## config.mk

```make
export PLATFORM = sky130hd
export DESIGN_NAME = mod_inv64_flat
export DESIGN_NICKNAME = d
export VERILOG_FILES = /design/src/rtl/mod_inv64_if.sv /design/src/rtl/mod_inv64.sv /design/src/flat_wrapper.sv
export SDC_FILE = /design/constraint.sdc
export NUM_CORES = 1
export LEC_CHECK = 0
export BUFFER_PORTS_ARGS = -buffer_cell sky130_fd_sc_hd__buf_2
export CAP_MARGIN = 30
export CORE_MARGIN = 2
export CORE_UTILIZATION = 35
export CTS_BUF_LIST = sky130_fd_sc_hd__clkbuf_4 sky130_fd_sc_hd__clkbuf_8
export CTS_CLUSTER_SIZE = 28
export DETAILED_ROUTE_END_ITERATION = 7
export PLACE_DENSITY_LB_ADDON = 0.3
export SLEW_MARGIN = 20
export SYNTH_ARGS = -nofsm -noshare
export SYNTH_HDL_FRONTEND = slang
export SYNTH_SLANG_ARGS = --single-unit
```

## constraint.sdc

```tcl
create_clock -name clk -period 6.8 [get_ports clk]
set_input_delay 1.36 -clock clk [delete_from_list [all_inputs] [get_ports clk]]
set_output_delay 1.36 -clock clk [all_outputs]
set_load 0.02 [all_outputs]
```

## src/rtl/mod_inv64_if.sv

```systemverilog
// Operand/result bus of the modular-inverse unit, including its port to the external
// modular multiplier. The slave side is the inverse unit, the master side is its environment.
interface mod_inv64_if #(
   parameter int P_WIDTH = 64
);
   logic               start_in;
   logic [P_WIDTH-1:0] a_in;
   logic               busy_out;
   logic               done_out;
   logic [P_WIDTH-1:0] inv_out;
   logic               zero_err_out;
   logic [P_WIDTH-1:0] mul_a_out;
   logic [P_WIDTH-1:0] mul_b_out;
   logic [P_WIDTH-1:0] mul_s_in;

   modport slave (
      input  start_in, a_in, mul_s_in,
      output busy_out, done_out, inv_out, zero_err_out, mul_a_out, mul_b_out
   );

   modport master (
      output start_in, a_in, mul_s_in,
      input  busy_out, done_out, inv_out, zero_err_out, mul_a_out, mul_b_out
   );
endinterface

```

## src/rtl/mod_inv64.sv

```systemverilog
// Modular inverse mod p = 2^64-2^32+1 as a^(p-2), by square-and-multiply on an external multiplier.
// Optional MODINV_FASTPATH_EN: reduced operands 0 and 1 return immediately without exponentiation.
module mod_inv64 #(
   parameter int P_WIDTH = 64,
   parameter int MUL_LAT = 3
) (
   input  logic       clk,
   input  logic       rst_n,
   mod_inv64_if.slave bus
);
   localparam logic [P_WIDTH-1:0] P_MOD    = P_WIDTH'(64'hFFFF_FFFF_0000_0001);
   localparam logic [63:0]        EXP      = 64'hFFFF_FFFE_FFFF_FFFF;
   localparam int                 CW       = (MUL_LAT > 1) ? $clog2(MUL_LAT) : 1;
   localparam logic [CW-1:0]      CNT_LAST = CW'(MUL_LAT - 1);

   typedef enum logic [2:0] {
      S_IDLE,
      S_SQR,
      S_MUL,
      S_WAIT,
      S_DONE
   } state_t;

   typedef enum logic {
      RET_MUL,
      RET_NEXT
   } ret_t;

   state_t             r_state, w_state_nxt;
   ret_t               r_ret, w_ret_nxt;
   logic [5:0]         r_i, w_i_nxt;
   logic [CW-1:0]      r_cnt, w_cnt_nxt;
   logic [P_WIDTH-1:0] r_a, w_a_nxt;
   logic [P_WIDTH-1:0] r_r, w_r_nxt;
   logic [P_WIDTH-1:0] r_mul_a, w_mul_a_nxt;
   logic [P_WIDTH-1:0] r_mul_b, w_mul_b_nxt;
   logic [P_WIDTH-1:0] r_inv, w_inv_nxt;
   logic               r_zero, w_zero_nxt;
   logic [P_WIDTH-1:0] w_a_red;
   logic               w_fast;

   // Single conditional subtract suffices: any 64-bit value is below 2p.
   assign w_a_red = (bus.a_in >= P_MOD) ? (bus.a_in - P_MOD) : bus.a_in;

`ifdef MODINV_FASTPATH_EN
   assign w_fast = (r_a[P_WIDTH-1:1] == '0);
`else
   assign w_fast = 1'b0;
`endif

   always_comb begin
      w_state_nxt = r_state;
      w_ret_nxt   = r_ret;
      w_i_nxt     = r_i;
      w_cnt_nxt   = r_cnt;
      w_a_nxt     = r_a;
      w_r_nxt     = r_r;
      w_mul_a_nxt = r_mul_a;
      w_mul_b_nxt = r_mul_b;
      w_inv_nxt   = r_inv;
      w_zero_nxt  = r_zero;
      case (r_state)
         S_IDLE: begin
            if (bus.start_in) begin
               w_a_nxt     = w_a_red;
               w_r_nxt     = w_a_red;
               w_i_nxt     = 6'd62;
               w_state_nxt = S_SQR;
            end
         end
         S_SQR: begin
            if (w_fast) begin
               w_inv_nxt   = r_a;
               w_zero_nxt  = (r_a == '0);
               w_state_nxt = S_DONE;
            end else begin
               w_mul_a_nxt = r_r;
               w_mul_b_nxt = r_r;
               w_cnt_nxt   = '0;
               w_ret_nxt   = RET_MUL;
               w_state_nxt = S_WAIT;
            end
         end
         S_MUL: begin
            w_mul_a_nxt = r_r;
            w_mul_b_nxt = r_a;
            w_cnt_nxt   = '0;
            w_ret_nxt   = RET_NEXT;
            w_state_nxt = S_WAIT;
         end
         S_WAIT: begin
            if (r_cnt == CNT_LAST) begin
               w_r_nxt = bus.mul_s_in;
               // Bit-skip and index-advance resolve in the capture cycle so only issue/wait cycles cost time.
               if ((r_ret == RET_MUL) && EXP[r_i]) begin
                  w_state_nxt = S_MUL;
               end else if (r_i == 6'd0) begin
                  w_inv_nxt   = bus.mul_s_in;
                  w_zero_nxt  = (r_a == '0);
                  w_state_nxt = S_DONE;
               end else begin
                  w_i_nxt     = r_i - 6'd1;
                  w_state_nxt = S_SQR;
               end
            end else begin
               w_cnt_nxt = r_cnt + CW'(1);
            end
         end
         S_DONE: begin
            w_state_nxt = S_IDLE;
         end
         default: begin
            w_state_nxt = S_IDLE;
         end
      endcase
   end

   always_ff @(posedge clk) begin
      if (rst_n) begin
         r_state <= S_IDLE;
         r_ret   <= RET_MUL;
         r_i     <= '0;
         r_cnt   <= '0;
         r_a     <= '0;
         r_r     <= '0;
         r_mul_a <= '0;
         r_mul_b <= '0;
         r_inv   <= '0;
         r_zero  <= 1'b0;
      end else begin
         r_state <= w_state_nxt;
         r_ret   <= w_ret_nxt;
         r_i     <= w_i_nxt;
         r_cnt   <= w_cnt_nxt;
         r_a     <= w_a_nxt;
         r_r     <= w_r_nxt;
         r_mul_a <= w_mul_a_nxt;
         r_mul_b <= w_mul_b_nxt;
         r_inv   <= w_inv_nxt;
         r_zero  <= w_zero_nxt;
      end
   end

   assign bus.busy_out     = (r_state == S_SQR) || (r_state == S_MUL) || (r_state == S_WAIT);
   assign bus.done_out     = (r_state == S_DONE);
   assign bus.inv_out      = r_inv;
   assign bus.zero_err_out = r_zero;
   assign bus.mul_a_out    = r_mul_a;
   assign bus.mul_b_out    = r_mul_b;
endmodule

```

## src/flat_wrapper.sv

```systemverilog
// flat-port wrapper written by rule: the top's interface ports become plain ports
module mod_inv64_flat 
#(
   parameter int P_WIDTH = 64,
   parameter int MUL_LAT = 3
)
  (clk, rst_n, bus_start_in, bus_a_in, bus_mul_s_in, bus_busy_out, bus_done_out, bus_inv_out, bus_zero_err_out, bus_mul_a_out, bus_mul_b_out);
  mod_inv64_if #(.P_WIDTH(P_WIDTH)) bus_i ();
  input  logic clk;
  input  logic rst_n;
  input wire logic [$bits(bus_i.start_in)-1:0] bus_start_in;
  input wire logic [$bits(bus_i.a_in)-1:0] bus_a_in;
  input wire logic [$bits(bus_i.mul_s_in)-1:0] bus_mul_s_in;
  output wire logic [$bits(bus_i.busy_out)-1:0] bus_busy_out;
  output wire logic [$bits(bus_i.done_out)-1:0] bus_done_out;
  output wire logic [$bits(bus_i.inv_out)-1:0] bus_inv_out;
  output wire logic [$bits(bus_i.zero_err_out)-1:0] bus_zero_err_out;
  output wire logic [$bits(bus_i.mul_a_out)-1:0] bus_mul_a_out;
  output wire logic [$bits(bus_i.mul_b_out)-1:0] bus_mul_b_out;
  assign bus_i.start_in = bus_start_in;
  assign bus_i.a_in = bus_a_in;
  assign bus_i.mul_s_in = bus_mul_s_in;
  assign bus_busy_out = bus_i.busy_out;
  assign bus_done_out = bus_i.done_out;
  assign bus_inv_out = bus_i.inv_out;
  assign bus_zero_err_out = bus_i.zero_err_out;
  assign bus_mul_a_out = bus_i.mul_a_out;
  assign bus_mul_b_out = bus_i.mul_b_out;
  mod_inv64 #(.P_WIDTH(P_WIDTH), .MUL_LAT(MUL_LAT)) u_core (.clk(clk), .rst_n(rst_n), .bus(bus_i));
endmodule
```

After elaboration in Yosys (flattened, before gate mapping). Memories as Yosys holds them, arrays and structs flattened. A register that Yosys moved wholly into a read port is not among the register bits. Index checks and enable logic that the tools add are counted.

ROM bits: 64. Logic and storage cells: 65. Memories kept: 1. Flip-flop bits (word level): 333. Output and inout port bits: 195. Input port bits: 131.

Memories: (no name shown) (depth 64, bits a word 1, read ports 1, clocked after Yosys merged registers in 1, write ports 0, RTL line mod_inv64.sv:95) `if ((r_ret == RET_MUL) && EXP[r_i]) begin`.

Muxes and demuxes: 21. Add/sub/neg operators: 3. Order comparisons: 2. Reduce and logical (&&, ||, !) cells: 16. Eq/ne operators: 10. Bitwise gates (word level): 2.

Operators by type and width (number): 64-bit case mux with 2 select lines (2); 64-bit two-way mux (3); 64-bit >= comparator, second input constant (1); 64-bit logical NOT (1); 64-bit subtractor, second input constant (1); 6-bit two-way mux (6); 3-bit two-way mux (4); 6-bit case mux with 2 select lines (1); 3-bit case mux with 3 select lines (1); 2-bit != test, second input constant (4); 6-bit by 7-bit less-than comparator with 1-bit output, second input constant (1); 3-bit by 2-bit equality test with 1-bit output, second input constant (2); 6-bit logical NOT (1); 2-bit AND reduction (3); 2-bit nonzero test (3); 6-bit by 1-bit subtractor with 6-bit output, second input constant (1); 5-bit AND reduction (1); 2-bit case mux with 2 select lines (1); 4-bit AND reduction (1); 3-bit by 1-bit equality test with 1-bit output, second input constant (1); 3-bit equality test, second input constant (1); 3-bit logical NOT (1); 3-bit AND reduction (1); 2-bit by 1-bit adder with 2-bit output, second input constant (1); other kinds (9) (11).

Longest topological paths before layout. Gate-level depths: netlist of run 1.

Word-level depth: 8. Gate-level depth with buffers: 10. Depth with buffers taken out: 8.

Least setup slack after synthesis of run 1. OpenSTA, ideal clock, no wires.

Path type: in2reg. Start point: input bus_a_in[26]. End point: register u_core.r_a[10]. Path slack: 3212 ps. Library setup time: 86 ps. Stages: 8. Path buffers: 2. Data arrival time: 3502 ps. Cells stage by stage: or4_4 > or4_1 > buf_2 > nor4_4 > buf_6 > nor3_1 > xnor2_1 > a211oi_1.

Word-level cells in the longest chain between the ends: 2.

Ends and longest elaborated chain: start: declaration (RTL line flat_wrapper.sv:12) `input wire logic [$bits(bus_i.a_in)-1:0] bus_a_in;`; 64-bit >= comparator (RTL line mod_inv64.sv:43) `assign w_a_red = (bus.a_in >= P_MOD) ? (bus.a_in - P_MOD) : bus.a_in;`; 64-bit two-way mux (RTL line mod_inv64.sv:43); end signal: assignment (RTL line mod_inv64.sv:135) `r_a <= w_a_nxt;`; end: declaration (RTL line mod_inv64.sv:33) `logic [P_WIDTH-1:0] r_a, w_a_nxt;`.

No other way between the ends. A chain may end at the register's enable or synchronous reset.

Final worst setup path of run 1.
Start point: input bus_a_in[11]. End point: register u_core.r_a[21].

Word-level cells in the longest chain between the ends: 2. Elaborated cells on any way between the ends: 3. Those cells by class: 1 x add/sub; 1 x order compare; 1 x mux.

Ends and longest elaborated chain (RTL line): 64-bit subtractor / 64-bit >= comparator (equally long branches) (mod_inv64.sv:43); 64-bit two-way mux * (mod_inv64.sv:43).

Every way passes the cells marked *; elsewhere a longest branch is shown, timed or not.

==> impl_metrics.tcl, run 1 <==
set metrics [dict create \
    status "complete, no violations" \
    post_cts_resized 0 \
    p_leak_nw 6.71 \
    synth_flop_cell "sky130_fd_sc_hd__dfxtp_1" \
    io_pins 326 \
    tritoncts "built" \
    synth_most_common_cell "sky130_fd_sc_hd__dfxtp_1" \
    final_max_slew_viol_count 0 \
    reg2reg_setup_slack_ps 3250 \
    detailedRoute.firstPassIterationCount 5 \
    final-setup-viol-count 0 \
    cts.repair_timing.setup_buffer_count 0 \
    hold_sp "u_core.bus.inv_out[14]" \
    end_kind "flip-flop" \
    cp_cell_sequence "buf_2 > nor4_1 > nand4_1 > nor4_4 > nor3_1 > xnor2_1 > a211oi_1" \
    placedInstanceArea_mm2 0.0157 \
    global_route_wire_length_before_repair_um 72700 \
    final.setup_skew_ps 20.2 \
    drive_gt1_share_pct 24.0 \
    vias_in_the_first_global_route 12644 \
    drtAntennaViolNets 0 \
    globalplace.congestion 0.827 \
    synth-edff-count 0 \
    post-route-period-util_pct 54.9 \
    fin_tns_setup_ps 0 \
    detail_routed_net_length_per_standard_cell_um 19.1 \
    detail_route.vias_per_cell 5.28 \
    clock_tree.root_cell "sky130_fd_sc_hd__clkbuf_8" \
    layout.filler_cells 3879 \
    synth.lib_cells_used.distinct 58 \
    floorplan.die.width_um 202 \
    area.sequential_mm2 0.00669 \
    clkLatencyLatePin_ps 650 \
    area_taken_by_multi_input_logic_gates_mm2 0.00655 \
    grt.total_usage_pct 22.5 \
    residual_drc 0 \
    worstPathArrival_ps 4230 \
    hold_class "reg2reg" \
    cts.sink_count 334 \
    tritoncts.num_buffers 56 \
    required_ps 7290 \
    finish.net_count 2061 \
    timing.critical_path.fanout_max 17 \
    core-area_mm2 0.0386 \
    pin_count_of_the_biggest_net_entering_global_routing 186 \
    drv.max_cap_violation_count 0 \
    leading_post_synthesis_cells_by_cell_area "sky130_fd_sc_hd__dfxtp_1 (49%), sky130_fd_sc_hd__nand2_1 (8.8%), sky130_fd_sc_hd__a21oi_1 (8.1%)" \
    htree_num_levels 2 \
    gr-total-overflow 0 \
    areaGrowthSynthToFinish_pct 24.0 \
    report.power.total_w 0.00488 \
    chipHeight_um 202 \
    grt_setup_unrepaired "false" \
    leading_post_synthesis_cells_by_instance_count "sky130_fd_sc_hd__dfxtp_1 (334), sky130_fd_sc_hd__nand2_1 (321), sky130_fd_sc_hd__a21oi_1 (222)" \
    routed_wirelength_um 47500 \
    die_footprint_mm2 0.0408 \
    grt_antenna_before_repair 7 \
    initial_utilization_pct 35.5 \
    ctsLongestPathBuffers 3 \
    async_reset_ff_share_pct 0 \
    synth.largest_area_cell "sky130_fd_sc_hd__dfxtp_1" \
    worst_slew_pin_tran_ps 1030 \
    holdPathStages 2 \
    clkSlewWorstSetupHoldPaths_ps 60 \
    min_delay_worst_endpoint "u_core.bus.inv_out[14]" \
    worst_ir_drop_vdd_mv 0.139 \
    first_iter_violations 1030 \
    post_cts_hold_buffer_count 0 \
    dp_cells 2383 \
    fp-row-count 72 \
    crit_start_category "input port" \
    gate_count_post_synth 1660 \
    synthesis.area_per_instance_um2 8.27 \
    synth_nets 1796 \
    cp_slowest_stage_delay_ps 950 \
    rr_startpoint "u_core.r_state[2]" \
    critical_path.slowest_cell "sky130_fd_sc_hd__nor4_4" \
    dpl.hpwl_um 32200 \
    final_cell_count_no_fill 2491 \
    via_count 13143 \
    timing.fmax_mhz 268 \
    r2r_cells 7 \
    synth_seq_area_share_pct 48.7 \
    postSynthRegisterBits 334 \
    timing.slew.headroom_pct 30.6 \
    io_buffer_count 325 \
    synthesis.yosys.warnings 0 \
    min_period_ps 3740 \
    synth_top_cell_area_share_pct 48.7 \
    postLayoutCellArea_mm2 0.0170 \
    mappedNetlistArea_mm2 0.0137 \
    pwr_density_cell_mw_per_mm2 287 \
    hold_viol 0 \
    crit_type "in2reg" \
]
## critical path, delay by kind of cell
| kind | cells | cell delay (ps) |
|---|---|---|
| compound gates | 1 | 120 |
| xor+xnor | 1 | 330 |
| buf+inv | 1 | 110 |
| simple gates | 4 | 2300 |
## flip-flops by register name, summed over array words and instances, names as in the netlist, named ones only
| signal | flops |
|---|---|
| u_core.r_i | 6 |
| u_core.r_ret | 1 |
| u_core.bus.inv_out | 64 |
| u_core.r_cnt | 2 |
| u_core.bus.mul_b_out | 64 |
| u_core.r_r | 64 |
| u_core.bus.mul_a_out | 64 |
| u_core.bus.zero_err_out | 1 |
| u_core.r_state | 3 |
| u_core.r_a | 64 |
## cell families (layout without fill, tap and decap cells)
kind of cell	after synthesis	count (layout)	share of synthesized area (%)
muxes	66	66	4.85
and+or+nand+nor	685	685	22.5
AOI/OAI and AO/OA	395	395	17.5
DFF	334	334	48.7
other	0	5	0
buffers and inverters	144	452	4.01
xor gates and xnor gates	31	31	1.98
adders and majority gates	5	5	0.456
## power breakdown
group	switching, W	internal (W)	leakage (nW)
registers	0.0000920	0.00209	2.73
logic	0.000483	0.000240	3.33
clock network	0.000842	0.00114	0.654
total	0.00142	0.00347	6.71
## cells in the final DEF (no fill, tap or decap), types with 5 or more instances in the layout
cell,count
sky130_fd_sc_hd__a22oi_1,16
sky130_fd_sc_hd__a21oi_1,220
sky130_fd_sc_hd__nor2_1,147
sky130_fd_sc_hd__clkbuf_4,16
sky130_fd_sc_hd__nor4_1,37
sky130_fd_sc_hd__xnor2_1,27
sky130_fd_sc_hd__o22ai_1,28
sky130_fd_sc_hd__a211oi_1,94
sky130_fd_sc_hd__a221oi_1,16
sky130_fd_sc_hd__inv_1,5
sky130_fd_sc_hd__diode_2,5
sky130_fd_sc_hd__ha_1,5
sky130_fd_sc_hd__and3_1,32
sky130_fd_sc_hd__buf_2,324
sky130_fd_sc_hd__nand4_1,18
sky130_fd_sc_hd__mux2i_1,65
sky130_fd_sc_hd__dfxtp_1,334
sky130_fd_sc_hd__buf_4,16
sky130_fd_sc_hd__nand2b_1,5
sky130_fd_sc_hd__nand3_1,26
sky130_fd_sc_hd__nor3_1,56
sky130_fd_sc_hd__clkbuf_8,71
sky130_fd_sc_hd__clkinv_2,7
sky130_fd_sc_hd__nand2_1,321
## area by class of cell
cell class | instances | share of cell area, %
clock inverters | 14 | 0.912
inverters | 5 | 0.110
flip-flops and latches | 334 | 39.3
repair buffers | 346 | 10.9
well taps | 518 | 3.81
multi-input cells | 1182 | 38.5
diodes | 5 | 0.0735
clock buffers | 87 | 6.45
## routing by layer
layer | vias to the layer above | track usage (%) | part of all wire (%)
li1 | 6412 | - | -
met1 | 6207 | 30.1 | 46
met2 | 438 | 36.0 | 46
met3 | 82 | 4.90 | 6.1
met4 | 4 | 7.75 | 2.5
met5 | - | 0 | 0.057
## how the worst max path moves through the flow
| stage | from | cells after the start | to |
|---|---|---|---|
| 4_1_cts | bus_start_in | 8 | flip-flop |
| 5_1_grt | bus_a_in[10] | 7 | u_core.r_a[10] |
| 2_1_floorplan | bus_a_in[26] | 8 | u_core.r_a[10] |
| 3_5_place_dp | bus_start_in | 8 | flip-flop |
| 6_report | bus_a_in[11] | 7 | u_core.r_a[21] |
| 3_3_place_gp | bus_start_in | 8 | flip-flop |
## metrics by stage
stage               setup WS (ps)  util, %  hold slack (ps)
floorplan                    3210        -              444
global placement             2460     40.6              435
detailed placement           2420     40.7              441
CTS                          3120     43.9              450
global route                 2900     44.0              463
finish                       3060     44.0              448
Note: power is estimated with default switching activity, not from simulation.
==> run 2, diff against run 1 <==
--- a/config.mk
+++ b/config.mk
@@ -5,6 +5,7 @@
 export SDC_FILE = /design/constraint.sdc
 export NUM_CORES = 1
 export LEC_CHECK = 0
+export ABC_AREA = 1
 export BUFFER_PORTS_ARGS = -buffer_cell sky130_fd_sc_hd__buf_2
 export CAP_MARGIN = 30
 export CORE_MARGIN = 2
==> constraint.sdc (replaced) <==
create_clock -name clk -period 3.05 [get_ports clk]
set_input_delay 0.61 -clock clk [delete_from_list [all_inputs] [get_ports clk]]
set_output_delay 0.61 -clock clk [all_outputs]
set_load 0.02 [all_outputs]
==> run 2 against run 1 <==
  * Wire length rose by 13%
  * Count of clock-buffer cells in the layout rose by 5
  * Register-to-register slack got worse by 2500 ps
  * Clock skew rose by 10 ps
  * Area after synthesis rose by 8.8%
  * Non-clock buffer count rose by 3
  * Core utilization fell by 0.78 points
  * Sequential cell count did not move
==> impl_metrics.tcl, run 2 <==
set metrics [dict create \
    detail_routed_net_length_per_standard_cell_um 18.2 \
    synth_flop_cell "sky130_fd_sc_hd__dfxtp_1" \
    first_iter_violations 973 \
    cts.sink_count 334 \
    p_leak_nw 8.69 \
    place_ws_ps 223 \
    pwr_density_cell_mw_per_mm2 782 \
    routed_wirelength_um 53700 \
    worstPathArrival_ps 2900 \
    global_route_wire_length_before_repair_um 83800 \
    pin_count_of_the_biggest_net_entering_global_routing 120 \
    met2_usage_pct 38.1 \
    share_of_power_burned_in_combinational_logic_pct 28.6 \
    detail_route.vias_per_cell 5.16 \
    die_footprint_mm2 0.0444 \
    timing.rr.end "u_core.r_r[17]" \
    post_cts_hold_buffer_count 0 \
    post_cts_resized 0 \
    clkLatencyLatePin_ps 650 \
    drv.max_cap_violation_count 0 \
    dpl.hpwl_um 35400 \
    tritoncts "built" \
    gr-max-usage-layer "met2" \
    report.power.total_w 0.0142 \
    min_period_ps 2340 \
    post-route-period-util_pct 76.9 \
    hold_sp "bus_mul_s_in[49]" \
    synth_most_common_cell "sky130_fd_sc_hd__nor2_1" \
    io_buffer_count 325 \
    required_ps 3610 \
    detailedRoute.firstPassIterationCount 5 \
    grt.total_usage_pct 23.8 \
    use_met3_pct 4.13 \
    postSynthRegisterBits 334 \
    synth_top_cell_area_share_pct 44.7 \
    r2r_cells 9 \
    timing.slew.headroom_pct 42.8 \
    chipHeight_um 211 \
    synth.lib_cells_used.distinct 40 \
    residual_drc 0 \
    ctsLongestPathBuffers 3 \
    clock_tree.root_cell "sky130_fd_sc_hd__clkbuf_8" \
    final_max_slew_viol_count 0 \
    grt_antenna_before_repair 6 \
    final-setup-viol-count 0 \
    total_switching_power_w 0.00522 \
    globalplace.congestion 0.894 \
    htree_num_levels 2 \
    areaGrowthSynthToFinish_pct 21.7 \
    drtAntennaViolNets 0 \
    crit_type "reg2reg" \
    tritoncts.num_buffers 59 \
    initial_utilization_pct 35.5 \
    synthesis.area_per_instance_um2 7.12 \
    hold_class "in2reg" \
    timing.fmax_mhz 427 \
    synthesis.yosys.warnings 0 \
    fin_tns_setup_ps 0 \
    fp-row-count 75 \
    vias_in_the_first_global_route 14883 \
    end_kind "flip-flop" \
    grt_setup_unrepaired "false" \
    floorplan.die.width_um 211 \
    rr_startpoint "u_core.r_state[0]" \
    hold_viol 0 \
    worst_slew_pin_tran_ps 858 \
    synth-edff-count 0 \
    p_int_w 0.00900 \
    synth_seq_area_share_pct 44.7 \
    worst_ir_drop_vdd_mv 0.337 \
    leading_cell_type_in_the_layout_fill_and_taps_excluded "sky130_fd_sc_hd__nor2_1" \
    io_pins 326 \
    async_reset_ff_share_pct 0 \
    synth.largest_area_cell "sky130_fd_sc_hd__dfxtp_1" \
    reg2reg_setup_slack_ps 710 \
    share_seq_of_total_power_pct 40.3 \
    gate_count_post_synth 2100 \
    gr-total-overflow 0 \
    grt_use_met1_pct 31.7 \
    cts.repair_timing.setup_buffer_count 0 \
    leading_post_synthesis_cells_by_instance_count "sky130_fd_sc_hd__nor2_1 (421), sky130_fd_sc_hd__o21ai_0 (341), sky130_fd_sc_hd__dfxtp_1 (334)" \
    synth_nets 2236 \
    worst_slack_ps 705 \
    finish.net_count 2505 \
    final.setup_skew_ps 30.3 \
    timing.critical_path.fanout_max 23 \
    mostFrequentLayoutCells "sky130_fd_sc_hd__nor2_1 (420), sky130_fd_sc_hd__o21ai_0 (341), sky130_fd_sc_hd__dfxtp_1 (334)" \
    crit_start_category "flip-flop" \
    switching_share_pct 36.7 \
    drive_gt1_share_pct 21.2 \
    leading_post_synthesis_cells_by_cell_area "sky130_fd_sc_hd__dfxtp_1 (45%), sky130_fd_sc_hd__o21ai_0 (11%), sky130_fd_sc_hd__nor2_1 (11%)" \
    core-area_mm2 0.0420 \
    via_count 15220 \
    min_delay_worst_endpoint "u_core.bus.inv_out[49]" \
    holdPathStages 3 \
    clkSlewWorstSetupHoldPaths_ps 60 \
    status "complete, no violations" \
    power.share.clock_pct 31.1 \
    mappedNetlistArea_mm2 0.0149 \
]
run 2: changes by cell type after synthesis, sizes merged, moves of 37 or more:
cell / before / now
inv: 5 / 116
o21bai: 0 / 37
nor3: 56 / 5
nor2: 151 / 433
mux2i: 65 / 0
a211oi: 95 / 0
o21ai: 4 / 376
run 2: worst max path at each step:
stage	from	to	slack, ps
detailed placement	bus_a_in[32]	u_core.r_r[9]	220
global placement	bus_a_in[32]	u_core.r_r[29]	280
CTS	u_core.r_state[0]	u_core.r_r[9]	690
global route	u_core.r_state[0]	u_core.r_r[10]	530
finish	u_core.r_state[0]	u_core.r_r[17]	710
floorplan	bus_a_in[0]	u_core.r_r[0]	1000
run 2: cell families (layout without fill, tap and decap cells):
family          after synthesis  count (layout)  synth area share (%)
compound gates              620             620                  22.3
xor+xnor                     30              30                  1.81
fa+ha+maj                     5               5                 0.419
buf+inv                     257             562                  7.14
flops                       334             334                  44.7
other cells                   0               6                     0
simple gates                854             854                  23.6
run 2: power groups by stage:
stage | clock, W | sequential, W | combinational (W)
after floorplan | 0 | 0.00622 | 0.00209
after global placement | 0 | 0.00579 | 0.00402
after detailed placement | 0 | 0.00580 | 0.00405
after CTS | 0.00453 | 0.00573 | 0.00407
after global routing | 0.00472 | 0.00583 | 0.00452
final | 0.00442 | 0.00574 | 0.00406
run 2: worst max-delay path: stages (launching register included):
cell and delay, ps:
sky130_fd_sc_hd__dfxtp_1 480, sky130_fd_sc_hd__nand2_1 160, sky130_fd_sc_hd__nor2_4 150, sky130_fd_sc_hd__clkinv_2 130, sky130_fd_sc_hd__nand2_1 120, sky130_fd_sc_hd__nand2_4 70
sky130_fd_sc_hd__inv_2 420, sky130_fd_sc_hd__buf_4 440, sky130_fd_sc_hd__o21ai_0 140, sky130_fd_sc_hd__a21oi_1 140
run 2: cell type report:
type,count,area (µm²)
Antenna cell,6,15.0
Multi-Input combinational cell,1509,7230
Clock buffer,92,1160
Inverter,116,442
Sequential cell,334,6690
Fill cell,4437,23900
Timing Repair Buffer,349,1890
Tap cell,539,674
Clock inverter,5,81.3
run 2: routing by layer:
layer | up-vias | routed length [µm]
met2 | 530 | 24800
met1 | 7156 | 23900
met4 | 0 | 1630
li1 | 7430 | -
met5 | - | 0
met3 | 104 | 3450
run 2: through the flow:
| step | util (%) | cells | hold WS, ps | instance area (µm²) |
|---|---|---|---|---|
| after floorplan | - | 2100 | 426 | 14900 |
| after global placement | 40.2 | 2846 | 435 | 16900 |
| after detailed placement | 40.2 | 2846 | 448 | 16900 |
| after CTS | 43.2 | 2943 | 138 | 18100 |
| after global routing | 43.2 | 2950 | 181 | 18200 |
| final | 43.2 | 2950 | 196 | 18200 |
==> run 3, diff against run 2 <==
==> constraint.sdc (replaced) <==
create_clock -name clk -period 2.32 [get_ports clk]
set_input_delay 0.464 -clock clk [delete_from_list [all_inputs] [get_ports clk]]
set_output_delay 0.464 -clock clk [all_outputs]
set_load 0.02 [all_outputs]
==> run 3 against run 2 <==
  * Critical path depth shrank 6
  * Sequential power grew 31%
  * Global-route usage grew 0.22 points
  * Combinational power rose by 33%
  * Final area rose by 1.9%
  * Core utilization up 0.83 points
  * Clock skew rose by 8.0 ps
  * Via count hardly changed
  * Sequential share of layout area shrank 0.69 points
  * Die area unchanged
  * Register-to-register slack lost 550 ps
  * Count of clock-buffer cells in the layout is 3 lower
  * Critical endpoint is now bus_done_out
==> impl_metrics.tcl, run 3 (synthesized netlist as in run 2, its figures left out) <==
set metrics [dict create \
    cp_cell_sequence "inv_2 > nor3_1 > buf_2" \
    ctsLongestPathBuffers 3 \
    areaGrowthSynthToFinish_pct 24.0 \
    htree_num_levels 2 \
    final_max_slew_viol_count 0 \
    hold_viol 0 \
    drv.max_cap_violation_count 0 \
    grt_setup_unrepaired "false" \
    routed_wirelength_um 54300 \
    die_footprint_mm2 0.0444 \
    globalplace.congestion 0.929 \
    postLayoutCellArea_mm2 0.0185 \
    status "complete, no violations" \
    timing.hold.ws_ps 65.5 \
    timing.slew.headroom_pct 39.1 \
    final.setup_skew_ps 38.3 \
    grt.total_usage_pct 24.0 \
    p_leak_nw 8.89 \
    post-route-period-util_pct 96.7 \
    via_count 15234 \
    fp-row-count 75 \
    mostFrequentLayoutCells "sky130_fd_sc_hd__nor2_1 (420), sky130_fd_sc_hd__o21ai_0 (341), sky130_fd_sc_hd__dfxtp_1 (334)" \
    worst_ir_drop_vdd_mv 0.470 \
    required_ps 1860 \
    clock_tree.root_cell "sky130_fd_sc_hd__clkbuf_8" \
    core-area_mm2 0.0420 \
    crit_type "reg2out" \
    cts.sink_count 334 \
    report.power.total_w 0.0191 \
    min_period_ps 2240 \
    area.sequential_mm2 0.00669 \
    io_pins 326 \
    critical_path.slowest_cell "sky130_fd_sc_hd__dfxtp_1" \
    worst_slack_ps 76.9 \
    place_ws_ps -48.9 \
    worstPathArrival_ps 1780 \
    pin_count_of_the_biggest_net_entering_global_routing 130 \
    drive_gt1_share_pct 22.4 \
    finish.net_count 2530 \
    drtAntennaViolNets 0 \
    first_iter_violations 1191 \
    io_buffer_count 325 \
    cp_slowest_stage_delay_ps 500 \
    grt_antenna_before_repair 6 \
    clkLatencyLatePin_ps 660 \
    floorplan.die.width_um 211 \
    post_cts_resized 0 \
    layout.filler_cells 4391 \
    timing.critical_path.fanout_max 5 \
    detailedRoute.firstPassIterationCount 7 \
    crit_start_category "flip-flop" \
    chipHeight_um 211 \
    clkSlewWorstSetupHoldPaths_ps 70 \
    gr-total-overflow 0 \
    global_route_wire_length_before_repair_um 84300 \
    dp_cells 2870 \
    dpl.hpwl_um 36400 \
    area_taken_by_multi_input_logic_gates_mm2 0.00723 \
    pwr_density_cell_mw_per_mm2 1030 \
    detail_route.vias_per_cell 5.10 \
    hold_class "in2reg" \
    reg2reg_setup_slack_ps 160 \
    vias_in_the_first_global_route 14902 \
    tritoncts.num_buffers 59 \
    end_kind "primary output" \
    initial_utilization_pct 35.5 \
    final-setup-viol-count 0 \
    placedInstanceArea_mm2 0.0172 \
    residual_drc 0 \
    final_cell_count_no_fill 2986 \
    detail_routed_net_length_per_standard_cell_um 18.2 \
    worst_slew_pin_tran_ps 910 \
    leading_cell_type_in_the_layout_fill_and_taps_excluded "sky130_fd_sc_hd__nor2_1" \
    tritoncts "built" \
    timing.fmax_mhz 446 \
]
[run 3: critical path: cells and delay by family, from the launching register on]
kind | cells | cell delay [ps]
AND/OR/NAND/NOR | 1 | 270
buffers and inverters | 2 | 360
flip-flops | 1 | 500
[run 3: path summary, 6_finish.rpt]
kind	startpoint	depth (start not counted)	end
max	u_core.r_state[2]	3	bus_done_out
min	bus_mul_s_in[52]	3	u_core.bus.inv_out[52]
max reg2reg	u_core.r_state[0]	13	flip-flop
min reg2reg	u_core.r_a[31]	2	u_core.bus.mul_b_out[31]
[run 3: timing repair]
| item | CTS | global route |
|---|---|---|
| endpoints found under the setup margin | 0 | 0 |
| buffers inserted | 0 | 0 |
| hold buffers | 2 | 0 |
| hold endpoints to repair | 2 | 0 |
[run 3: where the power goes]
group          internal, W  leakage, nW  switching (W)  total (W)
clock network      0.00356        0.717        0.00258    0.00614
logic              0.00166         5.43        0.00374    0.00541
registers          0.00683         2.75       0.000689    0.00752
total               0.0121         8.89        0.00701     0.0191
[run 3: area by class of cell]
class                           count  area share, %
Tap cell                          539           3.64
Multi-Input combinational cell   1509           39.0
Sequential cell                   334           36.1
Clock buffer                       89           6.10
Clock inverter                     20           1.11
Timing Repair Buffer              374           11.6
Inverter                          116           2.38
Antenna cell                        5         0.0675
[run 3: per-stage QoR]
stage / TNS [ps] / utilization, %
after floorplan: 0 / -
after global placement: -75.0 / 40.8
after detailed placement: -514 / 40.8
after CTS: 0 / 44.0
after global routing: 0 / 44.1
final: 0 / 44.1
[run 3: metal layers]
layer  vias to the layer above  wire [µm]  global-route usage [%]
li1                       7498          -                       -
met1                      7079      24700                    32.5
met2                       566      24800                    38.5
met3                        89       3510                    4.06
met4                         2       1340                    8.55
met5                         -         13                       0
